<file path="src/rtl/sinfonia_pkg.sv">
// sinfonia_pkg: shared definitions for the buzzer scheduler.
//   estado_t : FSM state encoding (OCIOSO=0, TOCA=1, PAUSA=2, ERRO=3)
//   dono_t   : which requester owns the note being played
//   SILENCIO : buzzer code for silence
//   max3     : helper used to size the shared note/gap/error timer
package sinfonia_pkg;

  typedef enum logic [1:0] {
    OCIOSO = 2'd0,
    TOCA   = 2'd1,
    PAUSA  = 2'd2,
    ERRO   = 2'd3
  } estado_t;

  typedef enum logic {
    DONO_BOTAO  = 1'b0,
    DONO_MUSICA = 1'b1
  } dono_t;

  localparam logic [2:0] SILENCIO = 3'b000;

  function automatic int max3(input int a, input int b, input int c);
    int m;
    m = (a > b) ? a : b;
    return (m > c) ? m : c;
  endfunction

endpackage

</file>
<file path="src/rtl/timer_nota.sv">
// timer_nota: up-counter shared by all timed states.
//   clock, reset : clock and asynchronous active-high reset
//   clr          : synchronous clear (dominates en)
//   en           : count enable
//   limite       : length of the current interval in cycles (>=1)
//   fim          : terminal count, high while the count equals limite-1
module timer_nota #(
  parameter int W = 4
) (
  input  logic         clock,
  input  logic         reset,
  input  logic         clr,
  input  logic         en,
  input  logic [W-1:0] limite,
  output logic         fim
);

  logic [W-1:0] cont;

  always_ff @(posedge clock or posedge reset) begin
    if (reset)    cont <= '0;
    else if (clr) cont <= '0;
    else if (en)  cont <= cont + 1'b1;
  end

  assign fim = (cont == limite - W'(1));

endmodule

</file>
<file path="src/rtl/escalonador_buzzer.sv">
// escalonador_buzzer: arbitrates the 3-bit buzzer bus between the error
// tone (highest priority, preempts), button feedback and melody playback.
//   clock, reset                 : clock, asynchronous active-high reset
//   req_erro/req_botao/req_musica: level-held requests
//   nota_botao/nota_musica       : note codes, sampled at grant
//   grant_*, done_*              : one-cycle grant / completion pulses
//   abortado                     : with done_botao/done_musica when preempted
//   ocupado                      : high outside OCIOSO
//   arduino_out                  : registered buzzer code (000 = silence)
//   db_estado                    : current state encoding
module escalonador_buzzer
  import sinfonia_pkg::*;
#(
  parameter int         DUR_NOTA  = 25_000_000,
  parameter int         GAP       = 2_500_000,
  parameter int         DUR_ERRO  = 50_000_000,
  parameter logic [2:0] NOTA_ERRO = 3'd1
) (
  input  logic       clock,
  input  logic       reset,
  input  logic       req_erro,
  input  logic       req_botao,
  input  logic [2:0] nota_botao,
  input  logic       req_musica,
  input  logic [2:0] nota_musica,
  output logic       grant_erro,
  output logic       grant_botao,
  output logic       grant_musica,
  output logic       done_erro,
  output logic       done_botao,
  output logic       done_musica,
  output logic       abortado,
  output logic       ocupado,
  output logic [2:0] arduino_out,
  output logic [2:0] db_estado
);

  localparam int W = $clog2(max3(DUR_NOTA, GAP, DUR_ERRO) + 1);

  estado_t        estado;
  dono_t          dono;
  logic [W-1:0]   limite;
  logic           fim;
  logic           clr;

  // Interval length for the state being timed; OCIOSO keeps the timer cleared.
  always_comb begin
    limite = W'(1);
    clr    = 1'b0;
    case (estado)
      OCIOSO: clr = 1'b1;
      TOCA:   begin limite = W'(DUR_NOTA); clr = fim | req_erro; end
      PAUSA:  begin limite = W'(GAP);      clr = fim | req_erro; end
      ERRO:   begin limite = W'(DUR_ERRO); clr = fim;            end
      default: clr = 1'b1;
    endcase
  end

  timer_nota #(.W(W)) u_timer (
    .clock  (clock),
    .reset  (reset),
    .clr    (clr),
    .en     (1'b1),
    .limite (limite),
    .fim    (fim)
  );

  always_ff @(posedge clock or posedge reset) begin
    if (reset) begin
      estado       <= OCIOSO;
      dono         <= DONO_BOTAO;
      arduino_out  <= SILENCIO;
      grant_erro   <= 1'b0;
      grant_botao  <= 1'b0;
      grant_musica <= 1'b0;
      done_erro    <= 1'b0;
      done_botao   <= 1'b0;
      done_musica  <= 1'b0;
      abortado     <= 1'b0;
    end else begin
      grant_erro   <= 1'b0;
      grant_botao  <= 1'b0;
      grant_musica <= 1'b0;
      done_erro    <= 1'b0;
      done_botao   <= 1'b0;
      done_musica  <= 1'b0;
      abortado     <= 1'b0;
      case (estado)
        OCIOSO: begin
          if (req_erro) begin
            estado      <= ERRO;
            grant_erro  <= 1'b1;
            arduino_out <= NOTA_ERRO;
          end else if (req_botao) begin
            estado      <= TOCA;
            dono        <= DONO_BOTAO;
            grant_botao <= 1'b1;
            arduino_out <= nota_botao;   // output register doubles as note latch
          end else if (req_musica) begin
            estado       <= TOCA;
            dono         <= DONO_MUSICA;
            grant_musica <= 1'b1;
            arduino_out  <= nota_musica;
          end
        end
        TOCA, PAUSA: begin
          if (req_erro) begin
            // Preemption wins even on the last cycle of a note or gap.
            estado      <= ERRO;
            grant_erro  <= 1'b1;
            abortado    <= 1'b1;
            done_botao  <= (dono == DONO_BOTAO);
            done_musica <= (dono == DONO_MUSICA);
            arduino_out <= NOTA_ERRO;
          end else if (fim) begin
            if (estado == TOCA) begin
              estado      <= PAUSA;
              arduino_out <= SILENCIO;
            end else begin
              estado      <= OCIOSO;
              done_botao  <= (dono == DONO_BOTAO);
              done_musica <= (dono == DONO_MUSICA);
            end
          end
        end
        ERRO: begin
          if (fim) begin
            estado      <= OCIOSO;
            done_erro   <= 1'b1;
            arduino_out <= SILENCIO;
          end
        end
        default: estado <= OCIOSO;
      endcase
    end
  end

  assign ocupado   = (estado != OCIOSO);
  assign db_estado = {1'b0, estado};

endmodule

</file>
<file path="config.mk">
export PLATFORM = sky130hd
export DESIGN_NAME = escalonador_buzzer
export DESIGN_NICKNAME = d
export VERILOG_FILES = /design/src/rtl/sinfonia_pkg.sv /design/src/rtl/timer_nota.sv /design/src/rtl/escalonador_buzzer.sv
export SDC_FILE = /design/constraint.sdc
export NUM_CORES = 1
export LEC_CHECK = 0
export BUFFER_PORTS_ARGS = -buffer_cell sky130_fd_sc_hd__buf_4
export CAP_MARGIN = 20
export CORE_ASPECT_RATIO = 1.4
export CORE_MARGIN = 5
export CORE_UTILIZATION = 43
export CTS_CLUSTER_DIAMETER = 200
export CTS_CLUSTER_SIZE = 24
export DETAILED_ROUTE_END_ITERATION = 8
export SYNTH_ARGS = -nofsm -noshare
export SYNTH_HDL_FRONTEND = slang
export SYNTH_HIERARCHICAL = 1
export SYNTH_SLANG_ARGS = --single-unit
</file>
<file path="constraint.sdc">
create_clock -name clock -period 6.7 [get_ports clock]
set_input_delay 1.005 -clock clock [delete_from_list [all_inputs] [get_ports clock]]
set_output_delay 1.005 -clock clock [all_outputs]
set_load 0.01 [all_outputs]
</file>
Word level (Yosys, flattened, before mapping):

Index checks and enable logic that the tools add are counted.

* output and inout port bits: 14
* register bits after elaboration: 39
* bits of input ports: 11
* logic and storage cells: 73

* eq/ne operators: 8
* reduce and logical (&&, ||, !) cells: 8
* bitwise logic cells: 3
* $add $sub $neg: 2
* muxes and demuxes: 41

Operators with widths (count)
* case mux 26 bit (3 select lines): 1
* adder 26 x 1 -> 26 bit, second input constant: 1
* == test 26 bit: 1
* two-way mux 26 bit: 1
* subtractor 26 x 1 -> 26 bit, second input constant: 1
* two-way mux 1 bit: 22
* two-way mux 3 bit: 7
* two-way mux 2 bit: 7
* case mux 3 bit (3 select lines): 1
* != test 3 x 1 -> 1 bit, second input constant: 2
* case mux 2 bit (3 select lines): 1
* AND reduction 3 bit: 2
* == test 2 bit, second input constant: 2
* != test 4 bit, second input constant: 1
* AND reduction 4 bit: 1
* nonzero test 2 bit: 2
* case mux 1 bit (3 select lines): 1
* OR reduction 3 bit: 1
* == test 2 x 1 -> 1 bit, second input constant: 1
* zero test 2 bit: 1
* != test 2 bit, second input constant: 1
* NOT 1 bit: 2
* OR reduction 2 bit: 1
* OR 1 bit: 1

Logic depth before layout (Yosys ltp):

Gate-level depths: netlist of run 1.

* depth after elaboration: 7
* depth in mapped cells: 23
* gate-level depth less buffers: 21

Modules after synthesis:

Netlist of run 1, hierarchy kept.

By module, submodules not included
* timer_nota: area each 2152.1 µm², seq. area each 650.6 µm², cells an instance 255, instances 1
* escalonador_buzzer: area each 785.8 µm², seq. area each 325.3 µm², cells an instance 73, instances 1

Worst setup path after synthesis of run 1:

Ideal clock, no wire load.

* path type: reg-to-reg
* start point: reg estado[1]
* end point: reg u_timer.cont[12]
* path buffers: 2
* data arrival time: 4270 ps
* required time: 6568 ps
* period minus slack after synthesis: 4402 ps
* stages on the path, launching flop included: 18
* path slack: 2298 ps
* library setup time: 132 ps
* cell sequence: dfrtp_1 -> inv_1 -> ha_1 -> nor2_1 -> nor2_1 -> or4_4 -> or4_4 -> nor3_2 -> xnor2_1 -> o41a_1 -> a211o_1 -> nor4_2 -> and2_1 -> o22ai_1 -> nand2_1 -> clkbuf_1 -> buf_1 -> nor2_1

* cells in the longest elaborated chain, start to end: 7
* elaborated cells on any way between the ends: 11
* those cells by class: add/sub (1); eq/ne (4); mux (3); bitwise (1); reduce/logical (2)

Ends and longest elaborated chain
* from (decl): line escalonador_buzzer.sv:40 `estado_t estado;`
* from (signal assigned): line escalonador_buzzer.sv:70 `estado <= OCIOSO;`
* from (signal assigned): line escalonador_buzzer.sv:91 `estado <= ERRO;`
* from (signal assigned): line escalonador_buzzer.sv:95 `estado <= TOCA;`
* == test 2 bit or == test 2 x 1 -> 1 bit (tied branches): line escalonador_buzzer.sv:50 `case (estado)`
* case mux 26 bit (3 select lines) *: line escalonador_buzzer.sv:50
* net limite[11]: line escalonador_buzzer.sv:42 `logic [W-1:0] limite;`
* subtractor 26 x 1 -> 26 bit *: line timer_nota.sv:26 `assign fim = (cont == limite - W'(1));`
* == test 26 bit *: line timer_nota.sv:26
* net fim: line escalonador_buzzer.sv:43 `logic fim;`
* OR 1 bit: line escalonador_buzzer.sv:52, escalonador_buzzer.sv:53
* case mux 1 bit (3 select lines) *: line escalonador_buzzer.sv:50
* net clr: line escalonador_buzzer.sv:44 `logic clr;`
* two-way mux 26 bit *: line timer_nota.sv:22 `else if (clr) cont <= '0;`
* to (signal assigned): line timer_nota.sv:23 `else if (en) cont <= cont + 1'b1;`
* to (decl): line timer_nota.sv:18 `logic [W-1:0] cont;`

The timed path passes the listed nets; every way through them passes the cells marked *.
A chain may end at the register's enable or synchronous reset.

Worst setup path in the final report of run 1:

* start point: reg estado[1]
* end point: reg u_timer.cont[0]

The elaborated chain is that of the path after synthesis.

==> results.py, run 1 <==
metrics = {
    "run_status": {
        "outcome": "finished clean",
    },
    "timing": {
        "fin_tns_setup_ps": 0,
        "slew_headroom_pct": 36.2,
        "rsz0062_at_grt": "no",
        "hold_viol_final": 0,
        "fmax_mhz": 206,
        "setup_slack_ps": 1840,
        "period_needed_ps": 4860,
        "setup_viol_count_final": 0,
        "maxSlewViolCount": 0,
        "finClkSkew_ps": 9.96,
        "tightest_slew_ps": 954,
        "post-route-period-util_pct": 72.5,
    },
    "clocking": {
        "post-cts-setup-buffer-count": 0,
        "cts_root_buf": "clkbuf_8",
        "clk_pin_slew_ps": 80,
        "cts_tree": "done",
        "cts_buffer_depth": 2,
        "clock_sinks": 39,
        "clk_latency_ps": 290,
        "htreeDepth": 2,
        "cts_buffers": 5,
        "ctsResizeCount": 0,
        "ctsHoldBuffers": 0,
    },
    "logic_synthesis": {
        "syn_avg_cell_area_um2": 8.96,
        "syn-cell-area_mm2": 0.00294,
        "synthCells": 328,
        "synthMostInstantiatedCell": "nor2_1",
        "synth_top_flop_cell": "dfrtp_1",
        "synth-seq-area-share_pct": 33.2,
        "synth_top_area_cell": "dfrtp_1",
        "yosysWarningCount": 6,
        "synth_common_cells": "47 x nor2_1, 39 x dfrtp_1, 33 x xnor2_1",
        "synth_top_area_share_pct": 33.2,
        "synth-seq-cells": 39,
        "synth.distinct_cells": 60,
        "synth_edf_count": 0,
        "synthTopCellsByArea": "dfrtp_1 33%, xnor2_1 9.8%, xor2_1 6.9%",
        "async_flop_share_pct": 100,
    },
    "drt": {
        "viasPerCell": 5.13,
        "drtAntennaViolNets": 0,
        "wire_per_inst_um": 14.3,
        "remaining_drc_errors": 0,
        "first_pass_iters": 4,
        "wl_um": 6630,
        "num_vias": 2384,
        "drt_iter0_drc": 95,
    },
    "floorplan": {
        "die_x_um": 79.9,
        "start_util_pct": 44.4,
        "rows": 35,
        "fp.dieH_um": 108,
        "io_pins": 25,
        "die-area_mm2": 0.00861,
        "core_mm2": 0.00661,
    },
    "grt": {
        "grt_max_degree": 29,
        "grt_pass1_vias": 2381,
        "antenna_found_initial": 0,
        "gr-total-overflow": 0,
        "track_usage_pct": 16.2,
        "use_met2_pct": 30.3,
        "use_met3_pct": 2.60,
        "grt_pass1_wl_um": 11000,
        "busiest_layer": "met2",
        "use_met1_pct": 18.3,
    },
    "flow_run": {
        "max-cap-violations": 0,
    },
    "setup_path": {
        "worst-path-max-fanout": 28,
        "end_kind": "register",
        "path_common_cell": "nor2_1",
        "reg2reg_slack_ps": 1840,
        "cp.required_ps": 6840,
        "timing.rr.end": "u_timer/cont[0]",
        "r2r_cells": 16,
        "critPathKind": "reg -> reg",
        "cp_slowest_cell": "nand2_1",
        "path_cells": "inv_1 > ha_1 > nor2_1 > nor2_1 > buf_4 > or4_4 > or4_4 > nor3_2 > xnor2_1 > o41a_1 > a211o_1 > nor4_2 > and2_1 > o22ai_1 > nand2_1 > nor2_1",
        "cp-start-kind": "register",
        "cp.depth": 16,
        "slowest_delay_ps": 720,
        "r2r-start": "estado[1]",
        "cp.arrival_ps": 5000,
        "crit_family": "simple AND/OR/NAND/NOR gates",
        "path_buf_inv": 2,
    },
    "final_layout": {
        "fin_nets": 393,
        "fin_area_mm2": 0.00340,
        "syn_to_final_growth_pct": 15.6,
        "drive_gt1_share_pct": 14.2,
        "fin_cells": 465,
        "n_antenna_cell": 0,
    },
    "hold_path": {
        "worstHoldPathType": "reg -> reg",
        "holdPathStages": 1,
        "holdPathEnd": "done_botao",
        "min-delay-start": "dono",
    },
    "placed_design": {
        "port_buffers": 23,
        "dp.cells": 457,
        "postPlaceCellArea_mm2": 0.00326,
        "gp_congestion": 0.792,
        "place_ws_ps": 1810,
        "hpwl_um": 5010,
    },
    "pwr": {
        "p_leak_nw": 1.44,
        "vdd_ir_drop_max_mv": 0.117,
        "total_power_w": 0.00117,
        "p_per_area_mw_per_mm2": 344,
    },
}
## state kept, by name, indices dropped and copies added, names as in the netlist
signal        count
arduino_out       3
done_musica       1
abortado          1
done_botao        1
grant_botao       1
dono              1
done_erro         1
grant_musica      1
estado            2
grant_erro        1
u_timer/cont     26
## worst max path at each step
| stage | slack (ps) | start | to |
|---|---|---|---|
| after CTS | 1790 | estado[1] | u_timer/cont[16] |
| after global routing | 1290 | estado[1] | u_timer/cont[6] |
| after detailed placement | 1810 | estado[1] | u_timer/cont[16] |
| final | 1840 | estado[1] | u_timer/cont[0] |
| after floorplan | 2300 | estado[1] | u_timer/cont[12] |
| after global placement | 1880 | estado[1] | u_timer/cont[0] |
## power breakdown
group / switching (W) / leakage [nW] / internal [W]
logic: 0.000395 / 0.856 / 0.000277
registers: 0.0000302 / 0.529 / 0.000269
clock network: 0.0000874 / 0.0502 / 0.000109
total: 0.000513 / 1.44 / 0.000656
## cells in the final DEF (no fill, tap or decap), drive strengths merged, types with 4 or more instances in the layout
cell / n
nand4: 9
nor4: 11
ha: 9
buf: 25
conb: 27
a31oi: 4
nor3: 10
inv: 12
nor2: 47
nor2b: 6
xnor2: 33
nand3: 12
mux2: 5
dfrtp: 39
xor2: 23
nand2: 17
mux2i: 7
o21ai: 9
or3: 5
a21oi: 10
clkbuf: 5
and2: 5
## layer usage
metal  share of wire, %  wire (um)
met1                 42       2810
met2                 52       3450
met3                4.4        292
met4                1.2         82
met5                  0          0
## area by class of cell
cell class	count	area [um2]
Clock buffer	5	68.8
Clock inverter	2	37.5
Fill cell	637	3220
Inverter	12	45.0
Multi-Input combinational cell	290	1950
Sequential cell	39	976
Tap cell	92	115
Timing Repair Buffer	25	208
## logic make-up after synthesis
logic type,share of synthesized area [%]
other,0.256
multiplexers,4.68
XOR/XNOR,16.7
AO/OA/AOI/OAI,9.84
AND/OR/NAND/NOR,27.8
flip-flops,33.2
buffers and inverters,3.71
adder cells (fa/ha/maj),3.83
## per-stage QoR
step	hold slack, ps	util [%]
CTS	432	51.0
global placement	410	49.3
finish	430	51.4
global route	449	51.4
floorplan	403	-
detailed placement	420	49.3
Power figures use the tool's default switching activity.
==> run 2: changes to the inputs <==
==> constraint.sdc (replaced) <==
create_clock -name clock -period 4.8 [get_ports clock]
set_input_delay 0.72 -clock clock [delete_from_list [all_inputs] [get_ports clock]]
set_output_delay 0.72 -clock clock [all_outputs]
set_load 0.01 [all_outputs]
==> run 2 against run 1 <==
Compared with the run above:
- count of clock-buffer cells in the layout is 2 higher
- critical path depth is 2 lower
- register-to-register slack worse by 1200 ps
- via count is 0.13% higher
- clock power is 10% higher
- flip-flop and latch count stayed put
- sequential share of layout area hardly changed
- combinational power is 40% higher
- routed wire length is 3.5% lower
- global-route usage is 0.13 points higher
- highest routed layer unchanged
==> results.py, run 2 (synthesis results as in run 1) <==
metrics = {
    "timing": {
        "maxSlewViolCount": 0,
        "period_needed_ps": 4210,
        "tightest_slew_ps": 562,
        "fin_tns_setup_ps": 0,
        "finClkSkew_ps": 4.78,
        "hold_viol_final": 0,
        "post-route-period-util_pct": 87.7,
        "rsz0062_at_grt": "no",
        "fmax_mhz": 238,
        "slew_headroom_pct": 62.6,
        "setup_viol_count_final": 0,
    },
    "drt": {
        "drt_iter0_drc": 98,
        "viasPerCell": 5.09,
        "wl_um": 6400,
        "drtAntennaViolNets": 0,
        "remaining_drc_errors": 0,
        "first_pass_iters": 4,
        "num_vias": 2387,
        "wire_per_inst_um": 13.7,
    },
    "run_status": {
        "outcome": "finished clean",
    },
    "setup_path": {
        "slowest_delay_ps": 510,
        "cp_slowest_cell": "nor3_1",
        "path_common_cell": "nor4_2",
        "cp-start-kind": "register",
        "worst-path-max-fanout": 28,
        "r2r-start": "estado[0]",
        "path_cells": "inv_1 > ha_1 > nor4_2 > nand3_1 > nor3_1 > and4b_1 > o41ai_1 > a221o_1 > nor4_2 > and2_1 > o22ai_1 > nand2_1 > buf_4 > nor2_1",
        "critPathKind": "reg -> reg",
        "critPathLaunch": "estado[0]",
        "cp.arrival_ps": 4370,
        "reg2reg_slack_ps": 590,
        "end_kind": "register",
        "cp.required_ps": 4960,
    },
    "final_layout": {
        "fill_cells": 632,
        "most-common-layout-cells": "47 x nor2_1, 39 x dfrtp_1, 33 x xnor2_1",
        "fin_nets": 396,
        "largest_reg_flops": 26,
        "n_antenna_cell": 0,
        "top_regs": "u_timer/cont: 26 flops, arduino_out: 3 flops, estado: 2 flops",
        "largest-register": "u_timer/cont",
        "mostFrequentLayoutCell": "nor2_1",
        "fin_area_mm2": 0.00339,
        "syn_to_final_growth_pct": 15.5,
        "drive_gt1_share_pct": 14.6,
        "final_util_pct": 51.3,
    },
    "grt": {
        "gr-total-overflow": 0,
        "grt_pass1_vias": 2321,
        "grt_pass1_wl_um": 11100,
        "track_usage_pct": 16.3,
        "grt_max_degree": 29,
        "antenna_found_initial": 0,
    },
    "floorplan": {
        "core_mm2": 0.00661,
        "rows": 35,
        "die_x_um": 79.9,
        "die-area_mm2": 0.00861,
        "start_util_pct": 44.4,
        "io_pins": 25,
        "fp.dieH_um": 108,
    },
    "clocking": {
        "ctsResizeCount": 0,
        "ctsHoldBuffers": 0,
        "clock_sinks": 39,
        "clk_latency_ps": 290,
        "cts_buffers": 5,
        "post-cts-setup-buffer-count": 0,
        "cts_root_buf": "clkbuf_8",
        "clk_pin_slew_ps": 80,
        "cts_buffer_depth": 2,
        "htreeDepth": 2,
        "cts_tree": "done",
    },
    "flow_run": {
        "max-cap-violations": 0,
    },
    "pwr": {
        "p_leak_nw": 1.44,
        "p_per_area_mw_per_mm2": 464,
        "vdd_ir_drop_max_mv": 0.188,
        "total_power_w": 0.00157,
    },
    "placed_design": {
        "hpwl_um": 4960,
        "postPlaceCellArea_mm2": 0.00329,
        "gp_congestion": 0.843,
        "port_buffers": 23,
    },
    "hold_path": {
        "worstHoldPathType": "in -> async",
    },
}
-- run 2: cell count changes in the layout (fill, tap and decap cells not counted), sizes merged --
cell      change
clkbuf        +2
bufinv        -1
buf           +3
clkinvlp      -1
clkinv        +1
-- run 2: per-layer routing --
| metal | vias to the layer above | global-route usage (%) | part of all wire, % | wire (um) |
|---|---|---|---|---|
| met2 | 39 | 29.9 | 53 | 3370 |
| met4 | 0 | 4.83 | 1.5 | 99 |
| met1 | 1132 | 19.3 | 43 | 2740 |
| li1 | 1210 | - | - | - |
| met3 | 6 | 2.51 | 3.0 | 192 |
| met5 | - | 0 | 0 | 0 |
-- run 2: critical path: cells and delay by family (launching register included) --
| kind | cells | cell delay, ps |
|---|---|---|
| simple gates | 8 | 2270 |
| compound gates | 3 | 480 |
| flops | 1 | 460 |
| buf+inv | 2 | 450 |
| fa+ha+maj | 1 | 420 |
-- run 2: area by class of cell --
type	count	area [um2]	area share, %
clock buffers	7	76.3	2.25
clock inverters	1	5.00	0.147
inverters	12	45.0	1.33
multi-input cells	290	1950	57.4
flip-flops and latches	39	976	28.8
well taps	92	115	3.39
repair buffers	28	230	6.78
-- run 2: metrics by stage --
| stage | std cells | hold slack, ps | setup slack [ps] |
|---|---|---|---|
| 4_1_cts | 468 | 439 | 579 |
| 2_1_floorplan | 353 | 403 | 398 |
| 3_5_place_dp | 460 | 429 | 596 |
| 5_1_grt | 469 | 400 | 132 |
| 3_3_place_gp | 460 | 411 | 673 |
| 6_report | 469 | 396 | 590 |
-- run 2: worst paths after layout --
check | endpoint | cells past startpoint
hold / removal | u_timer/cont[2] | 2
max in group asynchronous | u_timer/cont[23] | 3
setup / recovery | u_timer/cont[25] | 14
min in group clock | done_botao | 1
hold reg to reg | done_botao | 1
setup reg to reg | u_timer/cont[25] | 14
-- run 2: where the power goes --
group | leakage [nW] | switching [W] | internal (W)
clock network | 0.0422 | 0.000114 | 0.000102
logic | 0.870 | 0.000543 | 0.000399
registers | 0.529 | 0.0000410 | 0.000376
